--- config.mk ---
export PLATFORM = sky130hd
export DESIGN_NAME = esc_pwm_gen
export DESIGN_NICKNAME = d
export VERILOG_FILES = /design/src/rtl/esc_pwm_gen.sv
export SDC_FILE = /design/constraint.sdc
export NUM_CORES = 1
export LEC_CHECK = 0
export ABC_CLOCK_PERIOD_IN_PS = 4300
export CAP_MARGIN = 30
export CORE_ASPECT_RATIO = 1.25
export CORE_MARGIN = 2
export CORE_UTILIZATION = 57
export CTS_BUF_LIST = sky130_fd_sc_hd__clkbuf_4 sky130_fd_sc_hd__clkbuf_8
export DETAILED_ROUTE_END_ITERATION = 10
export PLACE_DENSITY_LB_ADDON = 0.2
export REMOVE_ABC_BUFFERS = 1
export SKIP_CTS_REPAIR_TIMING = 1
export SLEW_MARGIN = 20
export SYNTH_ARGS = -nofsm -noshare
export SYNTH_HDL_FRONTEND = slang
export SYNTH_SLANG_ARGS = --single-unit
--- constraint.sdc ---
create_clock -name clk -period 4.3 [get_ports clk]
set_input_delay 0.86 -clock clk [delete_from_list [all_inputs] [get_ports clk]]
set_output_delay 0.86 -clock clk [all_outputs]
set_load 0.1 [all_outputs]
--- src/rtl/esc_pwm_gen.sv ---
`default_nettype none
// ============================================================================
// Module   : esc_pwm_gen
// Purpose  : Four-channel hobby-ESC servo pulse generator with arming sequencer.
// Revision : 1.0 - initial release
// ============================================================================
module esc_pwm_gen #(
  parameter int PERIOD     = 1_000_000,
  parameter int MIN_CLKS   = 50_000,
  parameter int MULT       = 24,
  parameter int ARM_FRAMES = 50
) (
  input  logic        clk,
  input  logic        rst,
  input  logic        en,
  input  logic [10:0] frnt_spd,
  input  logic [10:0] bck_spd,
  input  logic [10:0] lft_spd,
  input  logic [10:0] rght_spd,
  output logic        frnt_pwm,
  output logic        bck_pwm,
  output logic        lft_pwm,
  output logic        rght_pwm,
  output logic        frame_strt,
  output logic        armed
);

  localparam int CW = $clog2(PERIOD);
  localparam int AW = $clog2(ARM_FRAMES + 1);

  localparam logic [1:0] ST_IDLE   = 2'd0;
  localparam logic [1:0] ST_ARMING = 2'd1;
  localparam logic [1:0] ST_RUN    = 2'd2;

  localparam logic [1:0] LOAD_ZERO = 2'd0;
  localparam logic [1:0] LOAD_MIN  = 2'd1;
  localparam logic [1:0] LOAD_SPD  = 2'd2;

  logic [CW-1:0]        cnt_q, cnt_d;
  logic [1:0]           state_q, state_d;
  logic [AW-1:0]        arm_cnt_q, arm_cnt_d;
  logic                 armed_q, armed_d;
  logic [3:0]           pwm_q, pwm_d;
  logic [3:0][CW-1:0]   width_q, width_d;
  logic [3:0][10:0]     spd;
  logic                 boundary;
  logic [1:0]           load;

  assign spd      = {rght_spd, lft_spd, bck_spd, frnt_spd};
  assign boundary = (cnt_q == CW'(PERIOD - 1));

  // Sequencer: every decision, and the choice of width source, is made only at the frame boundary.
  always_comb begin
    cnt_d     = boundary ? '0 : cnt_q + CW'(1);
    state_d   = state_q;
    arm_cnt_d = arm_cnt_q;
    load      = LOAD_ZERO;
    if (boundary) begin
      case (state_q)
        ST_IDLE: begin
          if (en) begin
            state_d   = ST_ARMING;
            arm_cnt_d = AW'(1);
            load      = LOAD_MIN;
          end
        end
        ST_ARMING: begin
          if (!en) begin
            state_d   = ST_IDLE;
            arm_cnt_d = '0;
          end else if (arm_cnt_q == AW'(ARM_FRAMES)) begin
            state_d = ST_RUN;
            load    = LOAD_SPD;
          end else begin
            arm_cnt_d = arm_cnt_q + AW'(1);
            load      = LOAD_MIN;
          end
        end
        ST_RUN: begin
          if (!en) begin
            state_d = ST_IDLE;
          end else begin
            load = LOAD_SPD;
          end
        end
        default: begin
          state_d   = ST_IDLE;
          arm_cnt_d = '0;
        end
      endcase
    end
    armed_d = (state_d == ST_RUN);
  end

  // pwm is registered from next-cycle count and width so the flop tracks cnt_q exactly.
  always_comb begin
    width_d = width_q;
    pwm_d   = '0;
    for (int i = 0; i < 4; i++) begin
      if (boundary) begin
        case (load)
          LOAD_MIN: width_d[i] = CW'(MIN_CLKS);
          LOAD_SPD: width_d[i] = CW'(MIN_CLKS) + CW'(spd[i]) * CW'(MULT);
          default:  width_d[i] = '0;
        endcase
      end
      pwm_d[i] = (cnt_d < width_d[i]);
    end
  end

  always_ff @(posedge clk or posedge rst) begin
    if (rst) begin
      cnt_q     <= '0;
      state_q   <= ST_IDLE;
      arm_cnt_q <= '0;
      armed_q   <= 1'b0;
      pwm_q     <= '0;
      width_q   <= '0;
    end else begin
      cnt_q     <= cnt_d;
      state_q   <= state_d;
      arm_cnt_q <= arm_cnt_d;
      armed_q   <= armed_d;
      pwm_q     <= pwm_d;
      width_q   <= width_d;
    end
  end

  assign frnt_pwm   = pwm_q[0];
  assign bck_pwm    = pwm_q[1];
  assign lft_pwm    = pwm_q[2];
  assign rght_pwm   = pwm_q[3];
  assign armed      = armed_q;
  // Gated by rst so the strobe is silent during reset yet present in the very first frame after it.
  assign frame_strt = ~rst & (cnt_q == '0);

endmodule
`default_nettype wire

# Word level (Yosys, flattened, before mapping)
# Cells that the tools add are included.
# W data, S select, Z words.
[totals]
register_bits = 113
latch_bits = 0
ram_bits = 0
romBits = 0
n_memories = 0
[classes]
add_sub_neg = 6
mul = 4
div = 0
order_cmp = 4
n_eq_ne = 9
shift = 0
mux = 25
bitwise = 3
n_reduce_logical = 3
[ops]
columns = ["operator", "count"]
rows = [
  ["$pmux W17 S2", 4],
  ["$mux W20", 5],
  ["$lt A20 B20 Y1", 4],
  ["$add A16 B16 Y17 const A", 4],
  ["$mul A11 B2 Y13 const B", 4],
  ["$add A20 B1 Y20 const B", 1],
  ["$eq A20 B20 Y1 const B", 1],
  ["$logic_not A20 Y1", 1],
  ["$mux W2", 9],
  ["$mux W6", 3],
  ["$pmux W6 S3", 1],
  ["$pmux W2 S3", 2],
  ["$add A6 B1 Y6 const B", 1],
  ["$eq A2 B2 Y1 const B", 3],
  ["$eq A6 B6 Y1 const B", 1],
  ["$eq A2 B1 Y1 const B", 2],
  ["$reduce_and A4 Y1", 1],
  ["$ne A3 B3 Y1 const B", 1],
  ["$logic_not A2 Y1", 1],
  ["$ne A2 B2 Y1 const B", 1],
  ["$not A1 Y1", 2],
  ["$and A1 B1 Y1", 1],
  ["$mux W1", 1],
]

# Logic depth before layout (Yosys ltp)
[logic_depth]
depth_word = 9
mapped_depth = 24
mapped_depth_nobuf = 21

# Least setup slack after synthesis
# Ideal clock, no wire load.
[synth_path]
path_type = "input to output"
startpoint = "input port rst"
endpoint = "output port frame_strt"
t_arrival_ns = 6.243
slack_ns = -2.803
path_stages = 3
path_buffers = 0
cell_sequence = "inv_1 > nand2_1 > nor4_1"
[synth_via]
elab_chain_cells = 2
[synth_rtl]
columns = ["element", "line", "text"]
rows = [
  ["start, declared", "14", "input logic rst,"],
  ["$not A1 Y1", "135", "assign frame_strt = ~rst & (cnt_q == '0);"],
  ["$and A1 B1 Y1", "135", ""],
  ["end, declared", "24", "output logic frame_strt,"],
]
# Every way passes these cells.

# Final worst setup path
[layout_path]
startpoint = "input port lft_spd[2]"
endpoint = "register pwm_q[2]"
[layout_via]
elab_chain_cells = 5
[layout_rtl]
columns = ["element", "line", "text"]
rows = [
  ["start, declared", "18", "input logic [10:0] lft_spd,"],
  ["$mul A11 B2 Y13", "103", "LOAD_SPD: width_d[i] = CW'(MIN_CLKS) + CW'(spd[i]) * CW'(MULT);"],
  ["$add A16 B16 Y17", "103", ""],
  ["$pmux W17 S2", "101", "case (load)"],
  ["$mux W20", "100", "if (boundary) begin"],
  ["$lt A20 B20 Y1", "107", "pwm_d[i] = (cnt_d < width_d[i]);"],
  ["via pwm_d[2]", "43", "logic [3:0] pwm_q, pwm_d;"],
  ["end signal, assigned", "124", "pwm_q <= pwm_d;"],
  ["end, declared", "43", ""],
]
# The timed path passes the listed nets, and every way through them passes these cells.
# A chain may end at the register's enable or synchronous reset.

==> metrics.cfg <==
[placement]
place_hpwl_mm = 16.47
io_buffers = 52
globalplace.congestion = 0.8912
dp.cells = 1396

[power_and_ir_drop]
swShare_pct = 29.52
p_switching_uw = 938.4
seq_power_share_pct = 33.4
p_per_area_nw_per_um2 = 265.7
internal-power_mw = 2.240
power.clock.fraction_pct = 34.0
comb_power_share_pct = 32.5
design_power_total_mw = 3.179
leakagePower_nw = 6.033
irDropWorstVdd_uv = 194.3

[floorplan]
floorplan.initialDensity_pct = 58.62
die_width_um = 117.7
pin_count = 53
floorplan.die_area_um2 = 17180
num_rows = 51
dieHeight_um = 146.1
placeableCoreArea_um2 = 15700

[critical_path]
cp_slowest_cell = sky130_fd_sc_hd__clkdlybuf4s50_1
r2r_depth = 18
max_stage_delay_ns = 0.49
critical_path_buf_inv_count = 2
worst_path_depth = 17
critical_path_type = in2reg
crit_chain = clkdlybuf4s50_1 > fa_2 > a211oi_4 > o211ai_2 > a31oi_4 > buf_4 > nor4b_1 > a311o_1 > o21bai_1 > xnor2_1 > a221oi_2 > ha_1 > a21oi_2 > nor2b_1 > o21ai_1 > a21oi_1 > a211oi_1
critical_path.max_fanout = 3
arrival_ns = 4.49
critical_path.startpoint_type = input pin
path_delay_family = compound AO/OA/AOI/OAI gates
cp-end-kind = flop
critical_path_required_ns = 4.66

[drt]
wl_met2_mm = 12.00
drtAntennaViolNets = 0
post_drt_via_cell_ratio = 5.783
highest_signal_layer = met4
route.vias.total = 8299
wirelength_mm = 23.02
detail_route.drc_violations = 0
dr.first_iter.drc_count = 418
wire_per_inst_um = 16.04
wl_met3_mm = 1.040
wl_met1_mm = 9.207
detailedRoute.firstPassIterationCount = 5

[grt]
wire_length_of_the_first_global_routing_pass_mm = 37.37
grt_max_degree = 76
number_of_global_route_vias_before_repair = 8190
track_usage_pct = 26.59
grt.overflow.total = 0
grt_antenna_before_repair = 0

[cts]
ctsHtreeMaxLevel = 4
clock_sink_count = 113
cts_tree = built
insertion_delay_ns = 0.46
ctsRootBufferMaster = sky130_fd_sc_hd__clkbuf_8
cts_max_path_buffers = 2
path_clk_slew_ns = 0.07
cts-buffers-inserted = 17

[cells_and_area]
final_net_count = 1393
layout-drive-gt1-share_pct = 24.28
synthToLayoutAreaGrowth_pct = 30.02
nFillCells = 1154
final_cell_count_no_fill = 1435
mostFrequentLayoutCells = 154 x sky130_fd_sc_hd__buf_4, 127 x sky130_fd_sc_hd__ha_1, 112 x sky130_fd_sc_hd__dfrtp_1
layout_commonest_cell = sky130_fd_sc_hd__buf_4
num_antenna_cells = 0

[hold_path]
min_path_cells = 2
timing.hold.worst.class = reg2reg

[timing]
final.min_clock_period_ns = 4.129
share_of_the_clock_period_used_by_the_worst_path_pct = 96.02
fmax_mhz = 242.2
slew-limit-headroom_pct = 32.98
worst_slew_pin_slew_ns = 0.9982
finalClockSkew_ns = 0.01135
slew_viol_final = 0
final_report_setup_violation_count = 0
final_hold_viol_count = 0

[logic_synthesis]
number_of_synthesized_flops_with_an_enable_pin = 0
ys_dominant_reg_cell = sky130_fd_sc_hd__dfrtp_1
yosys_register_bits = 113
ys_async_sr_fraction_pct = 100.0
yosys.area.top_type = sky130_fd_sc_hd__dfrtp_1
largest_cells_by_area_after_synthesis = sky130_fd_sc_hd__dfrtp_1 31%, sky130_fd_sc_hd__ha_1 18%, sky130_fd_sc_hd__xnor2_1 4.2%
ys_seq_area_share_pct = 30.73
post-synth-top-area-fraction_pct = 30.73
postSynthCellCount = 1009
post_synth_num_cell_types = 82
synthesis.area_um2 = 9203
postSynthAreaPerCell_um2 = 9.120
yosysWarningCount = 0

[job]
max_cap_violations = 0

[status]
outcome = complete, no violations

-- routing by layer --
metal  vias up  global-route usage (%)
li1       4079                       -
met1      3943                   31.10
met2       216                   48.05
met3        61                   4.023
met4         0                   11.75
met5         -                       0
-- worst reg2reg max path, cell delays in order, from the launching register on --
cell and delay [ns]:
sky130_fd_sc_hd__dfrtp_1 0.43, sky130_fd_sc_hd__nor4_2 0.34, sky130_fd_sc_hd__nand4_1 0.23, sky130_fd_sc_hd__nor2_2 0.17, sky130_fd_sc_hd__buf_4 0.16, sky130_fd_sc_hd__nand3_1 0.13
sky130_fd_sc_hd__ha_1 0.31, sky130_fd_sc_hd__nor2_1 0.19, sky130_fd_sc_hd__and2_4 0.19, sky130_fd_sc_hd__buf_4 0.19, sky130_fd_sc_hd__a22oi_1 0.14, sky130_fd_sc_hd__ha_1 0.32
sky130_fd_sc_hd__a21o_1 0.16, sky130_fd_sc_hd__a21o_1 0.16, sky130_fd_sc_hd__a21oi_1 0.15, sky130_fd_sc_hd__nor2_1 0.05, sky130_fd_sc_hd__a211oi_1 0.21, sky130_fd_sc_hd__o31ai_1 0.12
sky130_fd_sc_hd__a211oi_1 0.23
-- synthesized netlist by cell type, types with 16 or more instances --
cell type                  number
sky130_fd_sc_hd__ha_1         131
sky130_fd_sc_hd__a22oi_1       17
sky130_fd_sc_hd__dfrtp_1      113
sky130_fd_sc_hd__xnor2_1       44
sky130_fd_sc_hd__o21a_1        22
sky130_fd_sc_hd__nand4_1       22
sky130_fd_sc_hd__nand3_1       22
sky130_fd_sc_hd__a221oi_1      19
sky130_fd_sc_hd__a21o_1        26
sky130_fd_sc_hd__nor2_1        55
sky130_fd_sc_hd__inv_1         85
sky130_fd_sc_hd__clkbuf_1      16
sky130_fd_sc_hd__a21oi_1       54
sky130_fd_sc_hd__nand2_1       90
sky130_fd_sc_hd__nor3_1        20
sky130_fd_sc_hd__xor2_1        27
sky130_fd_sc_hd__o21ai_0       45
-- stage by stage --
stage                     hold slack, ns  setup WS, ns  cell area (um^2)  utilization [%]  setup TNS [ns]
final                             0.4637        0.1709             11970            76.22               0
after CTS                         0.4677       -0.2004             11470            73.05         -0.2737
after floorplan                   0.4259        -2.803              9077                -          -6.340
after global routing              0.4893      -0.06888             11970            76.22        -0.09049
after global placement            0.4380       -0.4972             11040            70.34          -1.584
after detailed placement          0.4496       -0.6387             11050            70.37          -2.024
-- final timing paths --
kind,startpoint,end,slack [ns]
setup / recovery,lft_spd[2],pwm_q[2]$_DFF_PP0_,0.17
hold / removal,width_q[1]$_DFF_PP0_,width_q[1]$_DFF_PP0_,0.46
setup reg to reg,cnt_q[12]$_DFF_PP0_,pwm_q[2]$_DFF_PP0_,0.29
hold reg to reg,width_q[1]$_DFF_PP0_,width_q[1]$_DFF_PP0_,0.46
max in group asynchronous,rst,cnt_q[6]$_DFF_PP0_,2.36
min in group asynchronous,rst,width_q[53]$_DFF_PP0_,0.91
-- cells by family (layout without fill, tap and decap cells) --
logic type / count (synthesis) / after routing / share of synthesized area [%]
and+or+nand+nor: 299 / 299 / 16.89
AOI/OAI and AO/OA: 271 / 271 / 20.91
adders and majority gates: 135 / 135 / 18.68
DFF: 113 / 113 / 30.73
buffers and inverters: 113 / 327 / 4.827
xor gates and xnor gates: 75 / 75 / 7.587
muxes: 3 / 3 / 0.3807
-- sequential cells by signal, indices dropped and copies added (netlist names) --
register   flops
state_q        2
arm_cnt_q      6
armed          1
cnt_q         20
width_q       80
pwm_q          4
-- cell type report --
cell class / instances / area [um^2] / share of cell area [%]
inverters: 85 / 321.6 / 2.687
well taps: 212 / 265.3 / 2.217
repair buffers: 211 / 1792 / 14.97
multi-input cells: 783 / 6337 / 52.96
flip-flops and latches: 113 / 2829 / 23.64
clock inverters: 12 / 165.2 / 1.380
clock buffers: 19 / 255.2 / 2.133
-- power by group through the flow --
stage | sequential (mW) | clock, mW | combinational (mW)
after floorplan | 1.08 | 0 | 0.544
after detailed placement | 1.08 | 0 | 0.920
after global routing | 1.06 | 1.14 | 1.14
after global placement | 1.08 | 0 | 0.900
after CTS | 1.06 | 1.09 | 0.924
final | 1.06 | 1.08 | 1.03
(Power assumes the default switching activity.)
